$ cat src/rtl/rf_pkg.sv
// Shared types and constants for the register file write path.
// Contents: address/data widths, the write payload struct, and a one-hot
// decode helper used to build the pending-write mask.
package rf_pkg;

    localparam int unsigned REG_ADDR_W = 5;
    localparam int unsigned XLEN       = 32;
    localparam int unsigned NUM_REGS   = 32;

    typedef struct packed {
        logic [REG_ADDR_W-1:0] rd;
        logic [XLEN-1:0]       data;
    } rf_wr_t;

    // One-hot decode of a destination register number.
    function automatic logic [NUM_REGS-1:0] rd_onehot(input logic [REG_ADDR_W-1:0] rd);
        logic [NUM_REGS-1:0] oh;
        oh     = '0;
        oh[rd] = 1'b1;
        return oh;
    endfunction

endpackage

$ cat src/rtl/rf_wr_fifo.sv
// Synchronous FIFO of register file writes for long-latency results.
// Ports:
//   clk, rst       clock, async active-low reset
//   push_i/data_i  enqueue one write (caller guarantees not full)
//   pop_i/head_o   dequeue the head write (caller guarantees not empty)
//   count_o        registered occupancy; full_o / empty_o derived from it
//   nxt_valid_o    per-entry valid after this edge's push/pop
//   nxt_rd_o       per-entry destination register after this edge's push/pop
module rf_wr_fifo
    import rf_pkg::*;
#(
    parameter int unsigned DEPTH = 4
) (
    input  logic                                 clk,
    input  logic                                 rst,
    input  logic                                 push_i,
    input  rf_wr_t                               data_i,
    input  logic                                 pop_i,
    output rf_wr_t                               head_o,
    output logic [$clog2(DEPTH+1)-1:0]           count_o,
    output logic                                 full_o,
    output logic                                 empty_o,
    output logic [DEPTH-1:0]                     nxt_valid_o,
    output logic [DEPTH-1:0][REG_ADDR_W-1:0]     nxt_rd_o
);

    localparam int unsigned PTR_W = (DEPTH > 1) ? $clog2(DEPTH) : 1;
    localparam int unsigned CNT_W = $clog2(DEPTH + 1);

    rf_wr_t [DEPTH-1:0] mem_q;
    logic   [DEPTH-1:0] valid_q, valid_d;
    logic   [PTR_W-1:0] wr_ptr_q, rd_ptr_q;
    logic   [CNT_W-1:0] count_q, count_d;

    assign head_o  = mem_q[rd_ptr_q];
    assign count_o = count_q;
    assign full_o  = (count_q == CNT_W'(DEPTH));
    assign empty_o = (count_q == '0);

    // Entry occupancy and destination as they will be after this edge.
    always_comb begin
        valid_d = valid_q;
        if (pop_i) begin
            valid_d[rd_ptr_q] = 1'b0;
        end
        if (push_i) begin
            valid_d[wr_ptr_q] = 1'b1;
        end
        for (int unsigned i = 0; i < DEPTH; i++) begin
            nxt_rd_o[i] = mem_q[i].rd;
            if (push_i && (wr_ptr_q == PTR_W'(i))) begin
                nxt_rd_o[i] = data_i.rd;
            end
        end
        nxt_valid_o = valid_d;
    end

    // Occupancy update; simultaneous push and pop leaves it unchanged.
    always_comb begin
        count_d = count_q;
        if (push_i && !pop_i) begin
            count_d = count_q + CNT_W'(1);
        end else if (!push_i && pop_i) begin
            count_d = count_q - CNT_W'(1);
        end
    end

    // Storage and pointers; power-of-two depth makes the pointer wrap free.
    always_ff @(posedge clk or negedge rst) begin
        if (!rst) begin
            mem_q    <= '0;
            valid_q  <= '0;
            wr_ptr_q <= '0;
            rd_ptr_q <= '0;
            count_q  <= '0;
        end else begin
            if (push_i) begin
                mem_q[wr_ptr_q] <= data_i;
                wr_ptr_q        <= wr_ptr_q + PTR_W'(1);
            end
            if (pop_i) begin
                rd_ptr_q <= rd_ptr_q + PTR_W'(1);
            end
            valid_q <= valid_d;
            count_q <= count_d;
        end
    end

endmodule

$ cat src/rtl/rf_write_arbiter.sv
// Write-side front end of the register file port (A3/WD3/WE3).
// The pipeline writeback stream has fixed priority; long-latency results are
// buffered and drained on cycles the pipeline leaves the port idle.
// Ports:
//   clk, rst                      clock, async active-low reset
//   wb_valid/wb_rd/wb_data        pipeline writeback (cannot be stalled)
//   mc_valid/mc_rd/mc_data        long-latency result, handshaked with mc_ready
//   rf_a3/rf_wd3/rf_we3           registered register file write port
//   pending_mask                  registers with a buffered write outstanding
//   stall_req                     buffered writes starved; ask for a wb bubble
module rf_write_arbiter
    import rf_pkg::*;
#(
    parameter int unsigned DEPTH        = 4,
    parameter int unsigned STARVE_LIMIT = 8
) (
    input  logic                  clk,
    input  logic                  rst,
    input  logic                  wb_valid,
    input  logic [REG_ADDR_W-1:0] wb_rd,
    input  logic [XLEN-1:0]       wb_data,
    input  logic                  mc_valid,
    input  logic [REG_ADDR_W-1:0] mc_rd,
    input  logic [XLEN-1:0]       mc_data,
    output logic                  mc_ready,
    output logic [REG_ADDR_W-1:0] rf_a3,
    output logic [XLEN-1:0]       rf_wd3,
    output logic                  rf_we3,
    output logic [NUM_REGS-1:0]   pending_mask,
    output logic                  stall_req
);

    localparam int unsigned CNT_W = $clog2(DEPTH + 1);
    localparam int unsigned STV_W = $clog2(STARVE_LIMIT + 1);

    logic                              wb_win, push_en, pop_en;
    rf_wr_t                            push_data, head;
    logic [CNT_W-1:0]                  fifo_count, count_after;
    logic                              fifo_full, fifo_empty;
    logic [DEPTH-1:0]                  nxt_valid;
    logic [DEPTH-1:0][REG_ADDR_W-1:0]  nxt_rd;

    logic                  mc_ready_q, mc_ready_d;
    logic                  rf_we3_q, rf_we3_d;
    logic [REG_ADDR_W-1:0] rf_a3_q, rf_a3_d;
    logic [XLEN-1:0]       rf_wd3_q, rf_wd3_d;
    logic [NUM_REGS-1:0]   pending_q, pending_d;
    logic [STV_W-1:0]      starve_q, starve_d;
    logic                  stall_q, stall_d;

    assign push_data.rd   = mc_rd;
    assign push_data.data = mc_data;

    rf_wr_fifo #(
        .DEPTH (DEPTH)
    ) u_fifo (
        .clk         (clk),
        .rst         (rst),
        .push_i      (push_en),
        .data_i      (push_data),
        .pop_i       (pop_en),
        .head_o      (head),
        .count_o     (fifo_count),
        .full_o      (fifo_full),
        .empty_o     (fifo_empty),
        .nxt_valid_o (nxt_valid),
        .nxt_rd_o    (nxt_rd)
    );

    // Port selection, buffer control, starvation tracking and pending mask.
    always_comb begin
        wb_win      = wb_valid && (wb_rd != '0);
        // The pop decision uses the registered occupancy, so a result pushed
        // this cycle cannot bypass to the port in the same cycle.
        pop_en      = !wb_win && !fifo_empty;
        // Writes to x0 complete the handshake but are dropped.
        push_en     = mc_valid && mc_ready_q && (mc_rd != '0) && !fifo_full;

        rf_we3_d    = wb_win || pop_en;
        rf_a3_d     = rf_a3_q;
        rf_wd3_d    = rf_wd3_q;
        if (wb_win) begin
            rf_a3_d  = wb_rd;
            rf_wd3_d = wb_data;
        end else if (pop_en) begin
            rf_a3_d  = head.rd;
            rf_wd3_d = head.data;
        end

        count_after = fifo_count + CNT_W'(push_en) - CNT_W'(pop_en);
        mc_ready_d  = (count_after < CNT_W'(DEPTH));

        starve_d    = starve_q;
        if (fifo_empty || pop_en) begin
            starve_d = '0;
        end else if (wb_win && (starve_q != STV_W'(STARVE_LIMIT))) begin
            starve_d = starve_q + STV_W'(1);
        end
        stall_d     = (starve_d == STV_W'(STARVE_LIMIT));

        pending_d   = '0;
        for (int unsigned i = 0; i < DEPTH; i++) begin
            if (nxt_valid[i]) begin
                pending_d = pending_d | rd_onehot(nxt_rd[i]);
            end
        end
    end

    // Output and control registers; reset drops the write enable immediately.
    always_ff @(posedge clk or negedge rst) begin
        if (!rst) begin
            mc_ready_q <= 1'b0;
            rf_we3_q   <= 1'b0;
            rf_a3_q    <= '0;
            rf_wd3_q   <= '0;
            pending_q  <= '0;
            starve_q   <= '0;
            stall_q    <= 1'b0;
        end else begin
            mc_ready_q <= mc_ready_d;
            rf_we3_q   <= rf_we3_d;
            rf_a3_q    <= rf_a3_d;
            rf_wd3_q   <= rf_wd3_d;
            pending_q  <= pending_d;
            starve_q   <= starve_d;
            stall_q    <= stall_d;
        end
    end

    assign mc_ready     = mc_ready_q;
    assign rf_we3       = rf_we3_q;
    assign rf_a3        = rf_a3_q;
    assign rf_wd3       = rf_wd3_q;
    assign pending_mask = pending_q;
    assign stall_req    = stall_q;

endmodule
$ cat config.mk
export PLATFORM = sky130hd
export DESIGN_NAME = rf_write_arbiter
export DESIGN_NICKNAME = d
export VERILOG_FILES = /design/src/rtl/rf_pkg.sv /design/src/rtl/rf_wr_fifo.sv /design/src/rtl/rf_write_arbiter.sv
export SDC_FILE = /design/constraint.sdc
export NUM_CORES = 1
export LEC_CHECK = 0
export ABC_AREA = 1
export CAP_MARGIN = 20
export CELL_PAD_IN_SITES_DETAIL_PLACEMENT = 0
export CELL_PAD_IN_SITES_GLOBAL_PLACEMENT = 1
export CORE_ASPECT_RATIO = 0.75
export CORE_MARGIN = 8
export CORE_UTILIZATION = 47
export CTS_CLUSTER_DIAMETER = 50
export DETAILED_ROUTE_END_ITERATION = 7
export DONT_BUFFER_PORTS = 1
export PLACE_DENSITY_LB_ADDON = 0.1
export RECOVER_POWER = 25
export SLEW_MARGIN = 20
export SYNTH_ARGS = -nofsm -noshare
export SYNTH_HDL_FRONTEND = slang
export SYNTH_SLANG_ARGS = --single-unit
$ cat constraint.sdc
create_clock -name clk -period 3.07 [get_ports clk]
set_input_delay 0.4605 -clock clk [delete_from_list [all_inputs] [get_ports clk]]
set_output_delay 0.4605 -clock clk [all_outputs]
set_load 0.01 [all_outputs]
# After elaboration in Yosys (flattened, before gate mapping)
# Cells that the tools add are included.
dict set report op_classes {
  order_cmp 13
  eq_ne 6
  muxes 35
  n_reduce_logical 31
  n_bitwise 6
  addsub 7
}
# operator count
set op_table {}
lappend op_table {{32-bit 2-to-1 mux} 6}
lappend op_table {{148-bit bitwise mux} 1}
lappend op_table {{32-bit OR} 3}
lappend op_table {{37-bit binary-select mux with 2-bit select} 1}
lappend op_table {{37-bit demux with 2-bit select} 1}
lappend op_table {{37-bit 2-to-1 mux} 2}
lappend op_table {{5-bit 2-to-1 mux} 6}
lappend op_table {{5-bit by 6-bit less-than comparator with 1-bit output, second input constant} 4}
lappend op_table {{1-bit demux with 5-bit select} 4}
lappend op_table {{5-bit by 1-bit greater-or-equal comparator with 1-bit output, second input constant} 4}
lappend op_table {{1-bit logical AND} 18}
lappend op_table {{4-bit 2-to-1 mux} 4}
lappend op_table {{5-bit nonzero test} 2}
lappend op_table {{2-bit by 3-bit less-than comparator with 1-bit output, second input constant} 2}
lappend op_table {{1-bit 2-to-1 mux} 6}
lappend op_table {{3-bit 2-to-1 mux} 2}
lappend op_table {{1-bit logical NOT} 5}
lappend op_table {{2-bit by 1-bit adder with 2-bit output, second input constant} 2}
lappend op_table {{4-bit by 1-bit adder with 4-bit output, second input constant} 1}
lappend op_table {{4-bit AND} 1}
lappend op_table {{1-bit demux with 2-bit select} 2}
lappend op_table {{2-bit equality test, second input constant} 2}
lappend op_table {{4-bit equality test, second input constant} 1}
lappend op_table {{2-bit by 1-bit greater-or-equal comparator with 1-bit output, second input constant} 2}
lappend op_table {{14 further kinds} 16}
dict set report totals {
  inputBits 78
  ff_bits 235
  elab_cells 117
  output_inout_bits 72
}

# Depth between registers and ports, before layout
dict set report logic_depth {
  ltp_word 16
  ltp_mapped 12
}

# Hierarchy
# A second synthesis with hierarchy kept.
dict set report unflattened {
  hier_cells 1323
  hier_area_um2 11436.0
}
# mod cells_per_inst area_each_um2 seq_area_each_um2 n_inst
set modules_own_cells {}
lappend modules_own_cells {rf_wr_fifo 862 7526.0 3978.8 1}
lappend modules_own_cells {rf_write_arbiter 461 3910.0 1901.8 1}

# Worst setup path after synthesis
# Ideal clock, no wire load.
dict set report synth_path {
  path_type {input -> register}
  start {in wb_rd[2]}
  end {reg mc_ready_q, in the netlist mc_ready}
  stages 12
  t_arrival_ns 2.258
  slack_ns 0.686
  setup_ns 0.126
  path_cell_list {nor2_1 > nand3_1 > nand2_1 > buf_2 > nand2_1 > inv_1 > clkbuf_1 > ha_1 > inv_1 > ha_1 > a21o_1 > xor2_1}
}
dict set report synth_via {
  elab_chain_len 6
}
# element line
set synth_lines {}
lappend synth_lines {{start, declared} rf_write_arbiter.sv:20} ;# input logic [REG_ADDR_W-1:0] wb_rd,
lappend synth_lines {{5-bit nonzero test} rf_write_arbiter.sv:72} ;# wb_win = wb_valid && (wb_rd != '0);
lappend synth_lines {{1-bit logical AND} rf_write_arbiter.sv:72}
lappend synth_lines {{1-bit logical NOT} rf_write_arbiter.sv:75} ;# pop_en = !wb_win && !fifo_empty;
lappend synth_lines {{1-bit logical AND} rf_write_arbiter.sv:75}
lappend synth_lines {{3-bit by 1-bit subtractor with 3-bit output} rf_write_arbiter.sv:90} ;# count_after = fifo_count + CNT_W'(push_en) - CNT_W'(pop_en);
lappend synth_lines {{3-bit less-than comparator} rf_write_arbiter.sv:91} ;# mc_ready_d = (count_after < CNT_W'(DEPTH));
lappend synth_lines {{via mc_ready_d} rf_write_arbiter.sv:43} ;# logic mc_ready_q, mc_ready_d;
lappend synth_lines {{end signal, assigned} rf_write_arbiter.sv:120} ;# mc_ready_q <= mc_ready_d;
lappend synth_lines {{end, declared} rf_write_arbiter.sv:43}
# The timed path passes the listed nets, and every way through them passes these cells.
# A chain may end at the register's enable or synchronous reset.

# Final worst setup path
dict set report layout_path {
  start {reg u_fifo.wr_ptr_q[0]}
  end {reg pending_q[1], in the netlist pending_mask[1]}
}
dict set report layout_via {
  elab_cells_between_ends 46
}
# element line
set layout_rtl {}
lappend layout_rtl {{start, declared} rf_wr_fifo.sv:32} ;# logic [PTR_W-1:0] wr_ptr_q, rd_ptr_q;
lappend layout_rtl {{start signal, assigned} rf_wr_fifo.sv:79} ;# wr_ptr_q <= wr_ptr_q + PTR_W'(1);
lappend layout_rtl {{2-bit by 3-bit less-than comparator with 1-bit output (implied by the code) or 2-bit by 1-bit greater-or-equal comparator with 1-bit output (tied branches)} rf_wr_fifo.sv:47} ;# valid_d[wr_ptr_q] = 1'b1;
lappend layout_rtl {{1-bit logical AND (implied by the code)} rf_wr_fifo.sv:47}
lappend layout_rtl {{1-bit 2-to-1 mux (implied by the code)} rf_wr_fifo.sv:47}
lappend layout_rtl {{1-bit demux with 2-bit select *} -}
lappend layout_rtl {{4-bit OR (no source line) *} -}
lappend layout_rtl {{4-bit 2-to-1 mux *} rf_wr_fifo.sv:46} ;# if (push_i) begin
lappend layout_rtl {{via nxt_valid[0]} rf_write_arbiter.sv:40} ;# logic [DEPTH-1:0] nxt_valid;
lappend layout_rtl {{32-bit 2-to-1 mux *} rf_write_arbiter.sv:103} ;# if (nxt_valid[i]) begin
lappend layout_rtl {{32-bit OR} rf_write_arbiter.sv:104} ;# pending_d = pending_d | rd_onehot(nxt_rd[i]);
lappend layout_rtl {{32-bit 2-to-1 mux *} rf_write_arbiter.sv:103}
lappend layout_rtl {{32-bit OR} rf_write_arbiter.sv:104}
lappend layout_rtl {{32-bit 2-to-1 mux *} rf_write_arbiter.sv:103}
lappend layout_rtl {{32-bit OR} rf_write_arbiter.sv:104}
lappend layout_rtl {{32-bit 2-to-1 mux *} rf_write_arbiter.sv:103}
lappend layout_rtl {{via pending_d[1]} rf_write_arbiter.sv:47} ;# logic [NUM_REGS-1:0] pending_q, pending_d;
lappend layout_rtl {{end signal, assigned} rf_write_arbiter.sv:124} ;# pending_q <= pending_d;
lappend layout_rtl {{end, declared} rf_write_arbiter.sv:47}
# Mark *: on every way through the listed nets, which the timed path passes. The rest lies on a longest branch.

==> out/metrics.yaml <==
route:
  avgViaCountPerCell: 5.36
  via_count: 10100
  antenna_left: 0
  routedWlPerCell_um: 19.2
  drtPass1Iterations: 5
  drt_iter0_drc: 898
  routed_wl_um: 36000
  drc_errors: 0
sta:
  setup_viol: 0
  final-max-slew-violation-count: 0
  whs_ps: -371
  worstMarginPinSlew_ps: 827
  fin_crit_sh_pct: 81.8
  slew_headroom_pct: 44.9
  clock.fmax_ghz: 0.398
  fin_skew_ps: 8.61
  rsz0062_at_grt: "false"
  tns_ps: 0
  timing.final.ws_setup_ps: 559
  hold_viol_final: 235
  fin_crit_ps: 2510
global_routing:
  grt_pass1_vias: 9607
  grt_pass1_wl_um: 56700
  grt_usage_pct: 23.4
  grt_start_max_net_pins: 236
  antenna_found_initial: 0
  grt-ovfl-total: 0
place:
  gp_congestion: 0.930
  hpwl_um: 23900
  dpl.cell_count: 1828
  port_buffers: 0
  dpl_cell_area_um2: 12100
  dp_slack_ps: 613
outcome:
  violations: "negative hold slack"
  status: "finished with violations"
synth:
  synth_edf_count: 0
  synthTopCellsByArea: "dfrtp_1, nand2_1, nor2_1, o21ai_0, nand3_2"
  ys_seq_elements: 235
  synth.yosys.warnings: 0
  syn_nets: 1634
  synth_area_leader_cell: "dfrtp_1"
  synthFlopType: "dfrtp_1"
  synth_top_area_share_pct: 49.7
  seq_area_frac_synth_pct: 49.7
  ys_types: 34
  syn_area_per_cell_um2: 7.67
  synthCells: 1542
  async_flop_share_pct: 100
  synth.cell_area_um2: 11800
critical_path:
  path_delay_family: "simple AND/OR/NAND/NOR gates"
  path_max_fanout: 13
  crit_buf_inv: 1
  cp_cell_sequence: "inv_1 > ha_1 > nand3_4 > nand2_1 > nand3_1 > nor2_1 > nor2_1 > nand2_1"
  crit_slowest_cell: "ha_1"
  end_kind: "flip-flop"
  cp_data_arrival_time_ps: 2970
  start_kind: "flip-flop"
  critPathKind: "flip-flop to flip-flop"
  crit_required_ps: 3530
  slowest_delay_ps: 510
cells_and_area:
  post-route-util_pct: 52.6
  fin_area_um2: 13100
  finalNonFillerCells: 1880
  diodes: 0
  layout.nets: 1612
  area_growth_pct: 10.4
  drive_above_1_share_pct: 8.63
flow_run:
  drv_cap: 0
clock_tree:
  post-cts-setup-buffer-count: 0
  clk_pin_slew_ps: 60
  cts_max_level: 1
  clock_sinks: 235
  numCtsBuffers: 28
  postCtsResizedCells: 0
  root_buffer: "clkbuf_16"
  cts_tree: "done"
  clock_path_buffers: 3
  clk_latency_ps: 540
power_and_ir_drop:
  ir_worst_vdd_uv: 676
  totalPowerFinal_mw: 13.9
  p_per_area_nw_per_um2: 1060
  leakagePower_nw: 6.45
die:
  core_area_um2: 24800
  fp.dieH_um: 153
  die_area_um2: 30600
  initial_core_util_pct: 47.6
  die_x_um: 199
  ios: 150
  row_count: 50
hold_path:
  hold_path_class: "input port to async pin"
[report_power, final]
part	internal [mW]	switching [mW]	total [mW]
combinational	1.54	3.56	5.09
clock	2.07	1.38	3.45
sequential	4.39	0.937	5.33
total	8.00	5.88	13.9
[metal layers]
| metal | wire, um | vias to the layer above | GRT usage, % |
|---|---|---|---|
| li1 | - | 4875 | - |
| met1 | 17700 | 4832 | 35.9 |
| met2 | 14700 | 330 | 33.2 |
| met3 | 3100 | 38 | 5.38 |
| met4 | 522 | 0 | 4.30 |
| met5 | 0 | - | 0 |
[worst reg2reg max path, delay by kind of cell, from the launching register on]
family / cells / cell delay [ps]
simple gates: 6 / 1400
fa+ha+maj: 1 / 510
flops: 1 / 400
buf+inv: 1 / 130
[state kept, by name, indices dropped and copies added (netlist names)]
name / flops
u_fifo.mem_q: 148
pending_mask: 32
rf_wd3: 32
rf_a3: 5
starve_q: 4
u_fifo.valid_q: 4
u_fifo.count_o: 3
u_fifo.rd_ptr_q: 2
u_fifo.wr_ptr_q: 2
mc_ready: 1
rf_we3: 1
stall_req: 1
[path summary, 6_finish.rpt]
check                                   startpoint           endpoint  slack, ps  cells past startpoint
worst max-delay path            u_fifo.wr_ptr_q[0]    pending_mask[1]        560                      8
worst min-delay path                           rst  u_fifo.mem_q[135]       -370                      0
worst max register to register  u_fifo.wr_ptr_q[0]    pending_mask[1]        560                      8
worst min register to register    u_fifo.mem_q[17]   u_fifo.mem_q[17]        470                      2
max in group asynchronous                      rst   pending_mask[23]       2950                      0
min in group clk                        mc_data[1]  u_fifo.mem_q[112]         30                      2
[area by class of cell]
class                      count  area [um2]
multi-input combinational   1159        5320
timing repair buffer          23         198
fill                        2436       11800
clock inverter                16         184
sequential                   235        5880
tap                          338         423
clock buffer                  36         782
inverter                      73         274
[cell usage in the layout, fill, tap and decap left out, drive strengths merged]
cell type and n:
dfrtp 235, o22ai 12, ha 13, clkbuf 36, xnor2 2, inv 75, nor2 251, nand3 81
o21ai 119, a21o 1, nor3 1, xor2 6, clkinvlp 4, nand2 572, nand4 38, clkinv 7
a21oi 52, o211ai 10, buf 23, bufinv 3, fa 1
[synth_stat cells (2+ instances only)]
library cell	count
nand4_1	33
o21ai_0	107
clkbuf_1	44
buf_6	4
nand2_2	13
inv_2	2
buf_1	3
buf_4	2
nor2_1	250
nand3_2	30
clkinv_1	2
a21oi_1	51
dfrtp_1	235
nand3_1	46
o22ai_1	12
nand3_4	5
nand2_1	558
ha_1	13
o21ai_1	10
nand4_2	5
o211ai_1	10
buf_2	21
xor2_1	6
inv_1	69
xnor2_1	2
[cells by family (layout without fill, tap and decap cells)]
logic type | Yosys count | count (layout) | synth area share [%]
compound gates | 194 | 194 | 8.79
simple gates | 943 | 943 | 34.0
fa+ha+maj | 14 | 14 | 1.54
xor+xnor | 8 | 8 | 0.592
flops | 235 | 235 | 49.7
buf+inv | 148 | 148 | 5.37
Power figures use the tool's default switching activity.
